## config.mk

```make
export PLATFORM = sky130hd
export DESIGN_NAME = collision_game_ctrl
export DESIGN_NICKNAME = d
export VERILOG_FILES = /design/src/rtl/game_pkg.sv /design/src/rtl/hit_box_cmp.sv /design/src/rtl/collision_game_ctrl.sv
export SDC_FILE = /design/constraint.sdc
export NUM_CORES = 1
export LEC_CHECK = 0
export CAP_MARGIN = 20
export CORE_UTILIZATION = 55
export DETAILED_ROUTE_END_ITERATION = 6
export PLACE_DENSITY = 0.84
export RECOVER_POWER = 50
export SYNTH_ARGS = -nofsm -noshare
export SYNTH_HDL_FRONTEND = slang
export SYNTH_SLANG_ARGS = --single-unit
```

## constraint.sdc

```tcl
create_clock -name clk -period 13.52 [get_ports clk]
set_input_delay 1.352 -clock clk [delete_from_list [all_inputs] [get_ports clk]]
set_output_delay 1.352 -clock clk [all_outputs]
set_load 0.1 [all_outputs]
```

## src/rtl/game_pkg.sv

```systemverilog
// Shared game definitions: FSM state encoding, coordinate/score/lives widths and game constants.
// Used by the collision controller and by the plane/lava/mountain movers and the draw path.
package game_pkg;

  localparam int COORD_W = 10;
  localparam int SCORE_W = 7;
  localparam int LIVES_W = 2;
  localparam int TIMER_W = 6;
  localparam int N_OBS   = 3;

  typedef enum logic [1:0] {
    IDLE = 2'd0,
    PLAY = 2'd1,
    HIT  = 2'd2,
    OVER = 2'd3
  } game_state_e;

  localparam logic [COORD_W-1:0] PLANE_X    = 10'd160;
  localparam logic [COORD_W-1:0] HIT_W      = 10'd16;
  localparam logic [COORD_W-1:0] HIT_H      = 10'd12;
  localparam logic [LIVES_W-1:0] LIVES_INIT = 2'd3;
  localparam logic [TIMER_W-1:0] INVULN_T   = 6'd30;
  localparam logic [SCORE_W-1:0] SCORE_MAX  = 7'd99;

  // Unsigned distance without going through a signed intermediate.
  function automatic logic [COORD_W-1:0] abs_diff(input logic [COORD_W-1:0] a,
                                                  input logic [COORD_W-1:0] b);
    return (a >= b) ? (a - b) : (b - a);
  endfunction

  function automatic logic [SCORE_W-1:0] sat_add(input logic [SCORE_W-1:0] s,
                                                 input logic [1:0]         n);
    logic [SCORE_W:0] sum;
    sum = {1'b0, s} + {{(SCORE_W-1){1'b0}}, n};
    if (sum > {1'b0, SCORE_MAX}) return SCORE_MAX;
    return sum[SCORE_W-1:0];
  endfunction

endpackage

```

## src/rtl/hit_box_cmp.sv

```systemverilog
// Collision window test of one obstacle against the fixed-x plane. below_mode_i selects
// between a symmetric y box (lava drop) and "plane at or below the peak" (mountain).
module hit_box_cmp
  import game_pkg::*;
(
  input  logic [COORD_W-1:0] obj_x_i,
  input  logic [COORD_W-1:0] obj_y_i,
  input  logic [COORD_W-1:0] plane_y_i,
  input  logic               below_mode_i,
  output logic               hit_o
);

  logic x_in;
  logic y_in;

  assign x_in  = abs_diff(obj_x_i, PLANE_X) < HIT_W;
  assign y_in  = below_mode_i ? (plane_y_i >= obj_y_i)
                              : (abs_diff(obj_y_i, plane_y_i) < HIT_H);
  assign hit_o = x_in && y_in;

endmodule

```

## src/rtl/collision_game_ctrl.sv

```systemverilog
// Top-level game FSM: samples obstacle positions on each frame tick, scores passes, handles
// hits/lives/invulnerability. Optional HIGH_SCORE_EN adds a best-score register and port.
module collision_game_ctrl
  import game_pkg::*;
(
  input  logic               clk,
  input  logic               reset,
  input  logic               tick,
  input  logic               start,
  input  logic [COORD_W-1:0] plane_y,
  input  logic [COORD_W-1:0] lava_x,
  input  logic [COORD_W-1:0] lava_y,
  input  logic [COORD_W-1:0] mtn1_x,
  input  logic [COORD_W-1:0] mtn1_y,
  input  logic [COORD_W-1:0] mtn2_x,
  input  logic [COORD_W-1:0] mtn2_y,
  output logic               game_over,
  output logic               hit_flash,
  output logic [LIVES_W-1:0] lives,
  output logic [SCORE_W-1:0] score,
  output logic [1:0]         state
`ifdef HIGH_SCORE_EN
  ,
  output logic [SCORE_W-1:0] hi_score
`endif
);

  game_state_e                      state_q, state_d;
  logic        [LIVES_W-1:0]        lives_q, lives_d;
  logic        [SCORE_W-1:0]        score_q, score_d;
  logic        [TIMER_W-1:0]        timer_q, timer_d;
  logic [N_OBS-1:0][COORD_W-1:0]    prev_x_q, prev_x_d;
  logic                             armed_q, armed_d;
  logic                             game_over_q, game_over_d;
  logic                             hit_flash_q, hit_flash_d;

  logic [N_OBS-1:0][COORD_W-1:0]    obs_x;
  logic [N_OBS-1:0]                 obs_hit;
  logic                             hit_any;
  logic [1:0]                       pass_cnt;

  assign obs_x = {mtn2_x, mtn1_x, lava_x};

  hit_box_cmp u_hit_lava (
    .obj_x_i      (lava_x),
    .obj_y_i      (lava_y),
    .plane_y_i    (plane_y),
    .below_mode_i (1'b0),
    .hit_o        (obs_hit[0])
  );

  hit_box_cmp u_hit_mtn1 (
    .obj_x_i      (mtn1_x),
    .obj_y_i      (mtn1_y),
    .plane_y_i    (plane_y),
    .below_mode_i (1'b1),
    .hit_o        (obs_hit[1])
  );

  hit_box_cmp u_hit_mtn2 (
    .obj_x_i      (mtn2_x),
    .obj_y_i      (mtn2_y),
    .plane_y_i    (plane_y),
    .below_mode_i (1'b1),
    .hit_o        (obs_hit[2])
  );

  assign hit_any = |obs_hit;

  // Obstacles move leftwards; x jumping upwards means it respawned, i.e. the plane passed it.
  always_comb begin
    pass_cnt = 2'd0;
    for (int k = 0; k < N_OBS; k++) begin
      pass_cnt = pass_cnt + {1'b0, (obs_x[k] > prev_x_q[k])};
    end
  end

  always_comb begin
    // NOTE: every _d gets a hold default first so no path leaves a signal unassigned (no latches).
    state_d  = state_q;
    lives_d  = lives_q;
    score_d  = score_q;
    timer_d  = timer_q;
    prev_x_d = prev_x_q;
    armed_d  = armed_q | ~start;

    if (tick) begin
      unique case (state_q)
        IDLE: begin
          if (start && armed_q) begin
            state_d  = PLAY;
            lives_d  = LIVES_INIT;
            score_d  = '0;
            timer_d  = '0;
            prev_x_d = obs_x;
          end
        end
        PLAY: begin
          score_d  = sat_add(score_q, pass_cnt);
          prev_x_d = obs_x;
          if (hit_any) begin
            if (lives_q == 2'd1) begin
              state_d = OVER;
              lives_d = '0;
            end else begin
              state_d = HIT;
              lives_d = lives_q - 2'd1;
              timer_d = INVULN_T;
            end
          end
        end
        HIT: begin
          score_d  = sat_add(score_q, pass_cnt);
          prev_x_d = obs_x;
          timer_d  = timer_q - 6'd1;
          if (timer_q == 6'd1) state_d = PLAY;
        end
        OVER: begin
          // Leaving OVER disarms start so a held button cannot launch the next game.
          if (start) begin
            state_d = IDLE;
            armed_d = 1'b0;
          end
        end
        default: state_d = IDLE;
      endcase
    end

    game_over_d = (state_d == IDLE) || (state_d == OVER);
    hit_flash_d = (state_d == HIT);
  end

  always_ff @(posedge clk or posedge reset) begin
    // NOTE: sequential state uses non-blocking assignments so all registers update together.
    if (reset) begin
      state_q     <= IDLE;
      lives_q     <= LIVES_INIT;
      score_q     <= '0;
      timer_q     <= '0;
      prev_x_q    <= '0;
      armed_q     <= 1'b1;
      game_over_q <= 1'b1;
      hit_flash_q <= 1'b0;
    end else begin
      state_q     <= state_d;
      lives_q     <= lives_d;
      score_q     <= score_d;
      timer_q     <= timer_d;
      prev_x_q    <= prev_x_d;
      armed_q     <= armed_d;
      game_over_q <= game_over_d;
      hit_flash_q <= hit_flash_d;
    end
  end

`ifdef HIGH_SCORE_EN
  logic [SCORE_W-1:0] hi_score_q, hi_score_d;

  always_comb begin
    hi_score_d = hi_score_q;
    if ((state_q != OVER) && (state_d == OVER) && (score_d > hi_score_q)) begin
      hi_score_d = score_d;
    end
  end

  always_ff @(posedge clk or posedge reset) begin
    if (reset) hi_score_q <= '0;
    else       hi_score_q <= hi_score_d;
  end

  assign hi_score = hi_score_q;
`endif

  assign game_over = game_over_q;
  assign hit_flash = hit_flash_q;
  assign lives     = lives_q;
  assign score     = score_q;
  assign state     = state_q;

endmodule

```

# Word level (Yosys, flattened, before mapping)

Index checks and enable logic that the tools add are counted.

Div/mod/pow operators: 0
Multiply operators: 0
Mux-type cells: 34
$add $sub $neg: 13
Bitwise operators: 2
Reduce and logical (&&, ||, !) cells: 16
Order comparisons: 14
Shift-type cells: 0
Eq/ne operators: 10

Operators by type and width:

| cell                                                         | count |
|---|---|
| case mux 30 bit (2 select lines)                             | 1 |
| two-way mux 10 bit                                           | 4 |
| >= comparator 10 bit                                         | 3 |
| >= comparator 10 x 8 -> 1 bit (second input constant)        | 3 |
| > comparator 10 bit                                          | 3 |
| less-than comparator 10 x 5 -> 1 bit (second input constant) | 3 |
| two-way mux 30 bit                                           | 1 |
| subtractor 10 x 8 -> 10 bit (second input constant)          | 3 |
| subtractor 8 x 10 -> 10 bit (first input constant)           | 3 |
| two-way mux 7 bit                                            | 4 |
| case mux 7 bit (3 select lines)                              | 1 |
| subtractor 10 bit                                            | 2 |
| two-way mux 6 bit                                            | 3 |
| case mux 6 bit (3 select lines)                              | 1 |
| two-way mux 2 bit                                            | 8 |
| less-than comparator 10 x 4 -> 1 bit (second input constant) | 1 |
| two-way mux 1 bit                                            | 9 |
| adder 7 x 2 -> 8 bit                                         | 1 |
| equality test 2 bit (second input constant)                  | 4 |
| > comparator 8 x 7 -> 1 bit (second input constant)          | 1 |
| case mux 2 bit (4 select lines)                              | 1 |
| equality test 6 x 1 -> 1 bit (second input constant)         | 1 |
| != test 2 bit (second input constant)                        | 3 |
| AND reduction 3 bit                                          | 2 |
| other kinds (17)                                             | 23 |

Bits in latches: 0
Bits in writable memories: 0
Register bits: 50
Logic and storage cells: 99
Bits in read-only memories: 0
Memories: 0

# Logic depth before layout (Yosys ltp)

Gate-level depths: netlist (run 1).

Depth after elaboration: 10
Mapped depth: 25
Gate-level depth less buffers: 25

# By module

A second synthesis (run 1) with hierarchy kept.

Cell total of the unflattened synthesis: 746
Area, all modules: 6,216.0 µm²

By module, submodules not included:

| module              | area an instance (µm²) | cells each | instances |
|---|---|---|---|
| collision_game_ctrl | 3,393.3                | 335        | 1 |
| hit_box_cmp         | 940.9                  | 137        | 3 |

# Worst setup path after synthesis (run 1)

Ideal clock, no wire load.

Kind: input to register
Start: input port lava_x[3]
End: register score_q[2], in the netlist score[2]
Path buffers: 0
Setup slack: 8.192 ns
Setup time: 0.083 ns
Stages: 20
Arrival time: 5.245 ns
Required time: 13.437 ns
Cells stage by stage: ha_1 a21o_1 a21o_1 a21oi_1 nor2_1 a2111oi_0 a31oi_1 fa_1 ha_1 inv_1 fa_1 nor2b_1 a21oi_1 o32ai_1 o21ai_0 o2bb2ai_1 a32oi_1 nand3_1 or3_1 o21ai_0

Cells in the longest elaborated chain, start to end: 10

RTL lines:

| item                              | RTL line                   | source |
|---|---|---|
| start: declaration                | collision_game_ctrl.sv:11  | `input logic [COORD_W-1:0] lava_x,` |
| > comparator 10 bit *             | collision_game_ctrl.sv:74  | `pass_cnt = pass_cnt + {1'b0, (obs_x[k] > prev_x_q[k])};` |
| adder 1 x 1 -> 2 bit *            | collision_game_ctrl.sv:74  |  |
| adder 2 x 1 -> 2 bit *            | collision_game_ctrl.sv:74  |  |
| adder 7 x 2 -> 8 bit *            | game_pkg.sv:34             | `sum = {1'b0, s} + {{(SCORE_W-1){1'b0}}, n};` |
| > comparator 8 x 7 -> 1 bit       | game_pkg.sv:35             | `if (sum > {1'b0, SCORE_MAX}) return SCORE_MAX;` |
| two-way mux 1 bit                 | game_pkg.sv:35             |  |
| two-way mux 1 bit                 | collision_game_ctrl.sv:88  | `unique case (state_q)` |
| two-way mux 1 bit                 | collision_game_ctrl.sv:87  | `if (tick) begin` |
| two-way mux 7 bit                 | game_pkg.sv:36             | `return sum[SCORE_W-1:0];` |
| case mux 7 bit (3 select lines) * | collision_game_ctrl.sv:88  |  |
| end signal: assignment            | collision_game_ctrl.sv:147 | `score_q <= score_d;` |
| end: declaration                  | collision_game_ctrl.sv:30  | `logic [SCORE_W-1:0] score_q, score_d;` |

Mark *: on every way between the ends. The rest lies on a longest branch, timed or not. The select of a mux whose other input is x is not followed.
A chain may end at the register's enable or synchronous reset.

# Worst setup path after layout (run 1)

Same ends and word-level chain as after synthesis.

==> key figures, run 1 <==
Run status
  • Status: complete, but fails checks
  • Failing checks: max-capacitance violations, max-slew violations

Synthesis
  • Synthesized area per cell: around 8.0 µm²
  • Synth Instances: ~640
  • Syn Nets: between 800 and 900
  • Yosys cell types: 66
  • Ys async rst share: 100.0%
  • Syn Std Cell Area: slightly above 5000 µm²
  • Ys Warns: 0
  • Seq cells post-synth: 50
  • Post-synthesis sequential area ratio: between 20% and 30%
  • Most used DFF post-synth: dfrtp_1
  • Post-synth EDFFs: 0

Power
  • Flop pwr share: 28.7%
  • P_sw: ~370 µW
  • Power Dens Cells: roughly 130 nW/µm²
  • Switch share: 45.44%
  • Pleak: 2.978 nW
  • Cell-internal power: between 400 and 500 µW
  • Peak supply drop: 0.00007489 V
  • Clock power share: ~14%
  • Combinational power share: about 58%

Place
  • Dpl cells: around 820
  • DP HPWL: around 9900 µm
  • Pre-CTS setup slack: approximately 7200 ps
  • Gpl congestion: between 0.9 and 1
  • Port Buf Inserts: 86

Worst hold path
  • Worst hold path class: reg -> reg
  • Hold wc startpoint: armed_q$_DFF_PP1_

Clock tree
  • CTS tree: built
  • CTS H-tree depth: 2
  • Longest Clk Path Bufs: 2
  • Clk_lat worst skew: 320 ps
  • Num CTS Buffers: 5
  • Clk sink count: 50
  • CTS resizes: 0
  • CTS Hold Buffers Added: 0
  • Clock root cell: clkbuf_8
  • Clock-pin slew on the worst setup and hold paths: between 100 and 150 ps
  • Post-CTS Setup Bufs: 0

GRT
  • Total track usage: a little over a quarter
  • Vias in the first global route: between 4,000 and 5,000
  • Largest net degree at the start of global routing: between 50 and 60
  • Grt peak-use layer: met2
  • GR Layer Usage met2: ~47%
  • Total gr overflow: 0
  • Initial antenna violation count: 0
  • Met3 Resource Use GR: 2.979%
  • First-pass GRT wire length: ~21,000 µm
  • M1 GR Usage: 34.38%

Route
  • Routed Wire Length: roughly 13,000 µm
  • WL per Instance: roughly 15 µm
  • Vias after detailed routing: ~4,900
  • Drt initial violations: ~210
  • DR DRC count: 0
  • Pre-antenna DRT Iters: 5
  • Routed vias/inst: slightly below 6
  • Post-DRT Antenna Nets: 0

Final layout
  • Commonest non-fill, non-tap cell in the layout: inv_1
  • Leading cell types in the layout, fill and taps excluded: 100 x inv_1, 89 x ha_1, 84 x clkdlybuf4s50_1
  • Area Overhead vs Synth: 20.53%
  • Footprint of the multi-input gates: 3441 µm²
  • Fraction of layout cells with a size suffix above 1: approximately 3.8%
  • FF+latch area: 1256 µm²
  • ANT cells: 0
  • Fillers: just over 700
  • Non-filler cells, final: 828
  • Nets: approximately 880

Timing
  • Final Hold Fails: 0
  • Final TNS setup: 0 ps
  • Slew headroom: -48.37%
  • Max Slew Vio Count: 95
  • Final setup margin: ~7400 ps
  • Final hold slack: ~470 ps
  • Actual slew at the worst max-slew pin: roughly 2200 ps
  • Final setup violation count: 0
  • Final worst path period need: a little over 6000 ps
  • F_max: roughly 160 MHz
  • Fin Clk Skew: 16.39 ps
  • RSZ-0062 raised after global routing: no
  • Final clock period utilization by the worst path: a little under half

Worst setup path
  • RR Startpoint: prev_x_q[23]$_DFFE_PP0P_
  • Path type of the worst setup path: in -> reg
  • CP max FO: 5
  • Worst Setup End Kind: flip-flop
  • Crit path required time: about 14,000 ps
  • CP Launch Type: primary input
  • CP arrival: about 6300 ps
  • Setup crit start: lava_x[3]

Die
  • Die Y: between 90 and 100 µm
  • Total die area: ~10000 µm²
  • Initial Util: slightly below 60%
  • # IOs: just under 90
  • Core Box Area: roughly 8900 µm²
  • Site Rows: 34
  • Chip width: about 99 µm

Flow run
  • Max-cap violations: 2
-- cells in the mapped netlist, types with 9 or more instances --
master | n | area, µm²
a21o_1 | 12 | 90.09
inv_1 | 100 | 375.4
a21oi_1 | 35 | 175.2
nand2b_1 | 10 | 62.56
nand4_1 | 9 | 56.30
o21ai_0 | 65 | 325.3
a31oi_1 | 9 | 56.30
dfrtp_1 | 46 | 1151
nand2_1 | 59 | 221.5
nor2_1 | 36 | 135.1
ha_1 | 89 | 1114
nor3_1 | 12 | 60.06
clkbuf_1 | 14 | 52.55
nand3_1 | 12 | 60.06
-- stage by stage --
| stage | util (%) | area [µm²] | total power [mW] |
|---|---|---|---|
| after floorplan | - | 5139 | 0.5801 |
| after global placement | 68.34 | 6076 | 0.6815 |
| after detailed placement | 68.34 | 6076 | 0.7070 |
| after CTS | 69.66 | 6193 | 0.8250 |
| after global routing | 69.66 | 6193 | 0.8997 |
| final | 69.66 | 6193 | 0.8233 |
-- metal layers --
metal  share of wire [%]  vias to the layer above
met3                 4.0                       22
li1                    -                     2426
met2                  50                      140
met4                 1.8                        0
met5                   0                        -
met1                  45                     2287
-- sequential cells by signal, indices dropped and copies added (netlist names) --
name       cells
timer_q        6
state          2
lives          2
score          7
armed_q        1
game_over      1
prev_x_q      30
hit_flash      1
-- power by group through the flow --
stage | logic (mW) | registers [mW] | clock network [mW]
global route | 0.535 | 0.242 | 0.122
CTS | 0.473 | 0.236 | 0.116
global placement | 0.446 | 0.236 | 0
detailed placement | 0.469 | 0.238 | 0
floorplan | 0.290 | 0.290 | 0
finish | 0.475 | 0.236 | 0.113
-- worst paths after layout --
path                                      endpoint  slack, ps  cells past startpoint
max in group asynchronous  prev_x_q[6]$_DFFE_PP0P_       9600                      3
min                              armed_q$_DFF_PP1_        470                      2
min in group asynchronous     score[6]$_DFFE_PP0P_       1470                      2
min reg2reg                      armed_q$_DFF_PP1_        470                      2
max reg2reg                   score[2]$_DFFE_PP0P_       8660                     21
max                           score[2]$_DFFE_PP0P_       7430                     21
-- cell type report --
class / count / share of cell area, %
Timing Repair Buffer: 88 / 14.02
Inverter: 100 / 6.061
Multi-Input combinational cell: 474 / 55.56
Sequential cell: 50 / 20.28
Clock buffer: 5 / 1.111
Tap cell: 108 / 2.182
Clock inverter: 3 / 0.7879
-- cell families after synthesis --
family / count (synthesis) / share of synthesized area (%)
AOI/OAI and AO/OA: 187 / 23.69
buffers and inverters: 117 / 8.595
and+or+nand+nor: 177 / 17.26
muxes: 10 / 2.021
DFF: 50 / 24.45
adders and majority gates: 91 / 22.45
xor gates and xnor gates: 9 / 1.534
-- worst max-delay path, stage by stage --
cell             delay, ps
clkdlybuf4s50_1        500
ha_1                   360
a21o_1                 160
a21o_1                 170
a21oi_1                130
nor2_1                  50
a2111oi_0              390
a31oi_1                120
fa_1                   530
ha_1                   170
inv_1                   60
fa_1                   410
nor2b_1                250
a21oi_1                110
o32ai_1                340
o21ai_0                130
o2bb2ai_1              130
a32oi_1                290
nand3_1                210
or3_1                  350
o21ai_0                 90
No activity file was read; power rests on OpenSTA's default activity.
==> run 2, diff against run 1 <==
Settings changed: CORE_UTILIZATION 55 to 50, PLACE_DENSITY 0.84 to 0.81.
Clock period 13.52 ns to 5.6 ns, I/O delays scaled along.
==> run 2 against run 1 <==
Against the previous run: the flow still finishes with violations (max-capacitance violations, max-slew violations); total power rose by 140%; highest routed layer unchanged; register-to-register slack got worse by 7900 ps; clock skew barely moved; largest cell class unchanged; count of clock-buffer cells in the layout did not move; sequential share of layout area fell by 0.12 points.
==> key figures, run 2 (same netlist as run 1, synthesis figures left out) <==
Timing
  • Final worst path period need: 5175 ps
  • Max Slew Vio Count: 103 (+8.4%)
  • F_max: around 190 MHz
  • RSZ-0062 raised after global routing: no
  • Final Hold Fails: 0 (unchanged)
  • Final setup violation count: 0 (unchanged)
  • Final clock period utilization by the worst path: between 90% and 100%
  • Fin Clk Skew: 16.03 ps (-0.3547 ps)
  • Final setup margin: 424.8 ps (-7008 ps)
  • Slew headroom: -59.28% (-11 points)
  • Final TNS setup: 0 ps (unchanged)
  • Actual slew at the worst max-slew pin: 2389 ps (+163.7 ps)

Final layout
  • Largest register FFs: 30 (unchanged)
  • Area Overhead vs Synth: 21.23%
  • Nets: 885 (+0.11%)
  • Largest Register: prev_x_q
  • ANT cells: 0 (unchanged)
  • Fraction of layout cells with a size suffix above 1: 4.022% (+0.27 points)
  • Fin util: 63.15% (-6.5 points)
  • Commonest non-fill, non-tap cell in the layout: inv_1
  • Leading cell types in the layout, fill and taps excluded: 100 x inv_1, 89 x ha_1, 84 x clkdlybuf4s50_1
  • Final Cell Area: 6230 µm² (+0.59%)

Route
  • Drt initial violations: 223 (+8.8%)
  • Pre-antenna DRT Iters: 5 (unchanged)
  • Routed vias/inst: 5.656 (-3.9%)
  • Routed Wire Length: 12,290 µm (-1.8%)
  • Vias after detailed routing: 4,830 (-0.92%)
  • Post-DRT Antenna Nets: 0 (unchanged)
  • DR DRC count: 0 (unchanged)
  • WL per Instance: 14.39 µm (-4.8%)

GRT
  • Total track usage: 23.91% (-2.6 points)
  • Vias in the first global route: 4,599 (-1.5%)
  • Total gr overflow: 0 (unchanged)
  • Largest net degree at the start of global routing: 58 (unchanged)
  • Initial antenna violation count: 0 (unchanged)
  • First-pass GRT wire length: 20,470 µm (-2.8%)

Clock tree
  • Longest Clk Path Bufs: 2 (unchanged)
  • CTS Hold Buffers Added: 0 (unchanged)
  • Clk_lat worst skew: 310 ps (about the same)
  • Clock root cell: clkbuf_8
  • Num CTS Buffers: 5 (unchanged)
  • CTS H-tree depth: 2 (unchanged)
  • CTS resizes: 0 (unchanged)
  • Post-CTS Setup Bufs: 0 (unchanged)
  • Clock-pin slew on the worst setup and hold paths: 90 ps (-20 ps)
  • CTS tree: built
  • Clk sink count: 50 (unchanged)

Run status
  • Status: complete, but fails checks
  • Failing checks: max-capacitance violations, max-slew violations

Worst setup path
  • Path type of the worst setup path: in -> reg
  • CP max FO: 5 (unchanged)
  • RR Endpoint: score[2]$_DFFE_PP0P_
  • Crit path required time: 5830 ps (-7920 ps)
  • CP Launch Type: primary input
  • CP arrival: 5400 ps (-910 ps)
  • Worst Setup End Kind: flip-flop
  • RR Startpoint: prev_x_q[23]$_DFFE_PP0P_
  • Reg2Reg Setup Slack: 770 ps (-7890 ps)
  • R2R depth: 21 (unchanged)

Flow run
  • Max-cap violations: 2 (unchanged)

Power
  • Pleak: 2.985 nW (+0.24%)
  • Peak supply drop: 0.0001755 V (+130%)
  • Power Dens Cells: 316.4 nW/µm² (+140%)

Place
  • DP HPWL: 9636 µm (-2.5%)
  • Gpl congestion: 0.9275 (-1.1%)
  • Area post-placement: 6117 µm² (+0.68%)
  • Pre-CTS setup slack: 134.6 ps (-7063 ps)
  • Port Buf Inserts: 86 (unchanged)

Die
  • Total die area: 10,690 µm² (+9.8%)
  • Site Rows: 36 (+5.9%)
  • Core Box Area: 9864 µm² (+11%)
  • Chip width: 103.4 µm (+4.8%)
  • Die Y: 103.4 µm (+4.8%)
  • # IOs: 87 (unchanged)
  • Initial Util: 52.09% (-5.7 points)

Worst hold path
  • WHS Endpoint: armed_q$_DFF_PP1_
  • Worst hold path class: reg -> reg
  • Hold wc startpoint: armed_q$_DFF_PP1_
  • Hold Path Cell Cnt: 2 (unchanged)
## run 2: changes by cell type in the layout (fill, tap and decap cells not counted), sizes merged
cell      before  now
clkinvlp       1    0
clkinv         0    1
buf            0    1
## run 2: how the worst max path moves through the flow
stage	from	end	slack (ps)	depth (start not counted)
final	mtn2_x[3]	score[2]$_DFFE_PP0P_	420	21
after global routing	lava_x[3]	score[2]$_DFFE_PP0P_	180	21
after CTS	lava_x[3]	score[2]$_DFFE_PP0P_	440	21
after floorplan	lava_x[3]	score[2]$_DFFE_PP0P_	1060	20
after global placement	lava_x[3]	score[2]$_DFFE_PP0P_	320	21
after detailed placement	lava_x[3]	score[2]$_DFFE_PP0P_	130	21
## run 2: stage by stage
stage	total power, mW	cells	hold slack, ps
after global placement	1.652	845	449.8
after global routing	2.158	854	481.8
after detailed placement	1.699	845	452.3
after CTS	1.967	853	467.9
final	1.971	854	464.3
after floorplan	1.401	641	439.0
## run 2: where the power goes
part | switching, mW | total [mW] | internal [mW] | leakage (nW)
logic | 0.695 | 1.14 | 0.444 | 2.30
clock network | 0.127 | 0.261 | 0.134 | 0.0585
registers | 0.0680 | 0.571 | 0.503 | 0.623
## run 2: worst max-delay path, cell delays in order
cell	delay, ps
clkdlybuf4s50_1	460
ha_1	330
a21o_1	160
a21o_1	160
a21oi_1	160
nor2_1	70
a2111oi_0	370
a31oi_1	110
fa_1	500
ha_1	160
inv_1	50
fa_1	430
nor2b_1	270
a21oi_1	110
o32ai_1	290
o21ai_0	130
o2bb2ai_1	140
a32oi_1	280
nand3_1	220
or3_1	360
o21ai_0	70
## run 2: routing by layer
layer / GRT usage [%] / routed length, µm
met5: 0 / 0
met4: 5.959 / 163
met3: 3.293 / 466
met2: 42.94 / 6038
met1: 30.12 / 5620
## run 2: cell type report
class | count | area [µm²]
multi-input cells | 474 | 3443
clock inverters | 3 | 43.79
fillers | 843 | 3635
clock buffers | 5 | 68.82
repair buffers | 89 | 875.8
inverters | 100 | 375.4
flip-flops and latches | 50 | 1256
well taps | 133 | 166.4
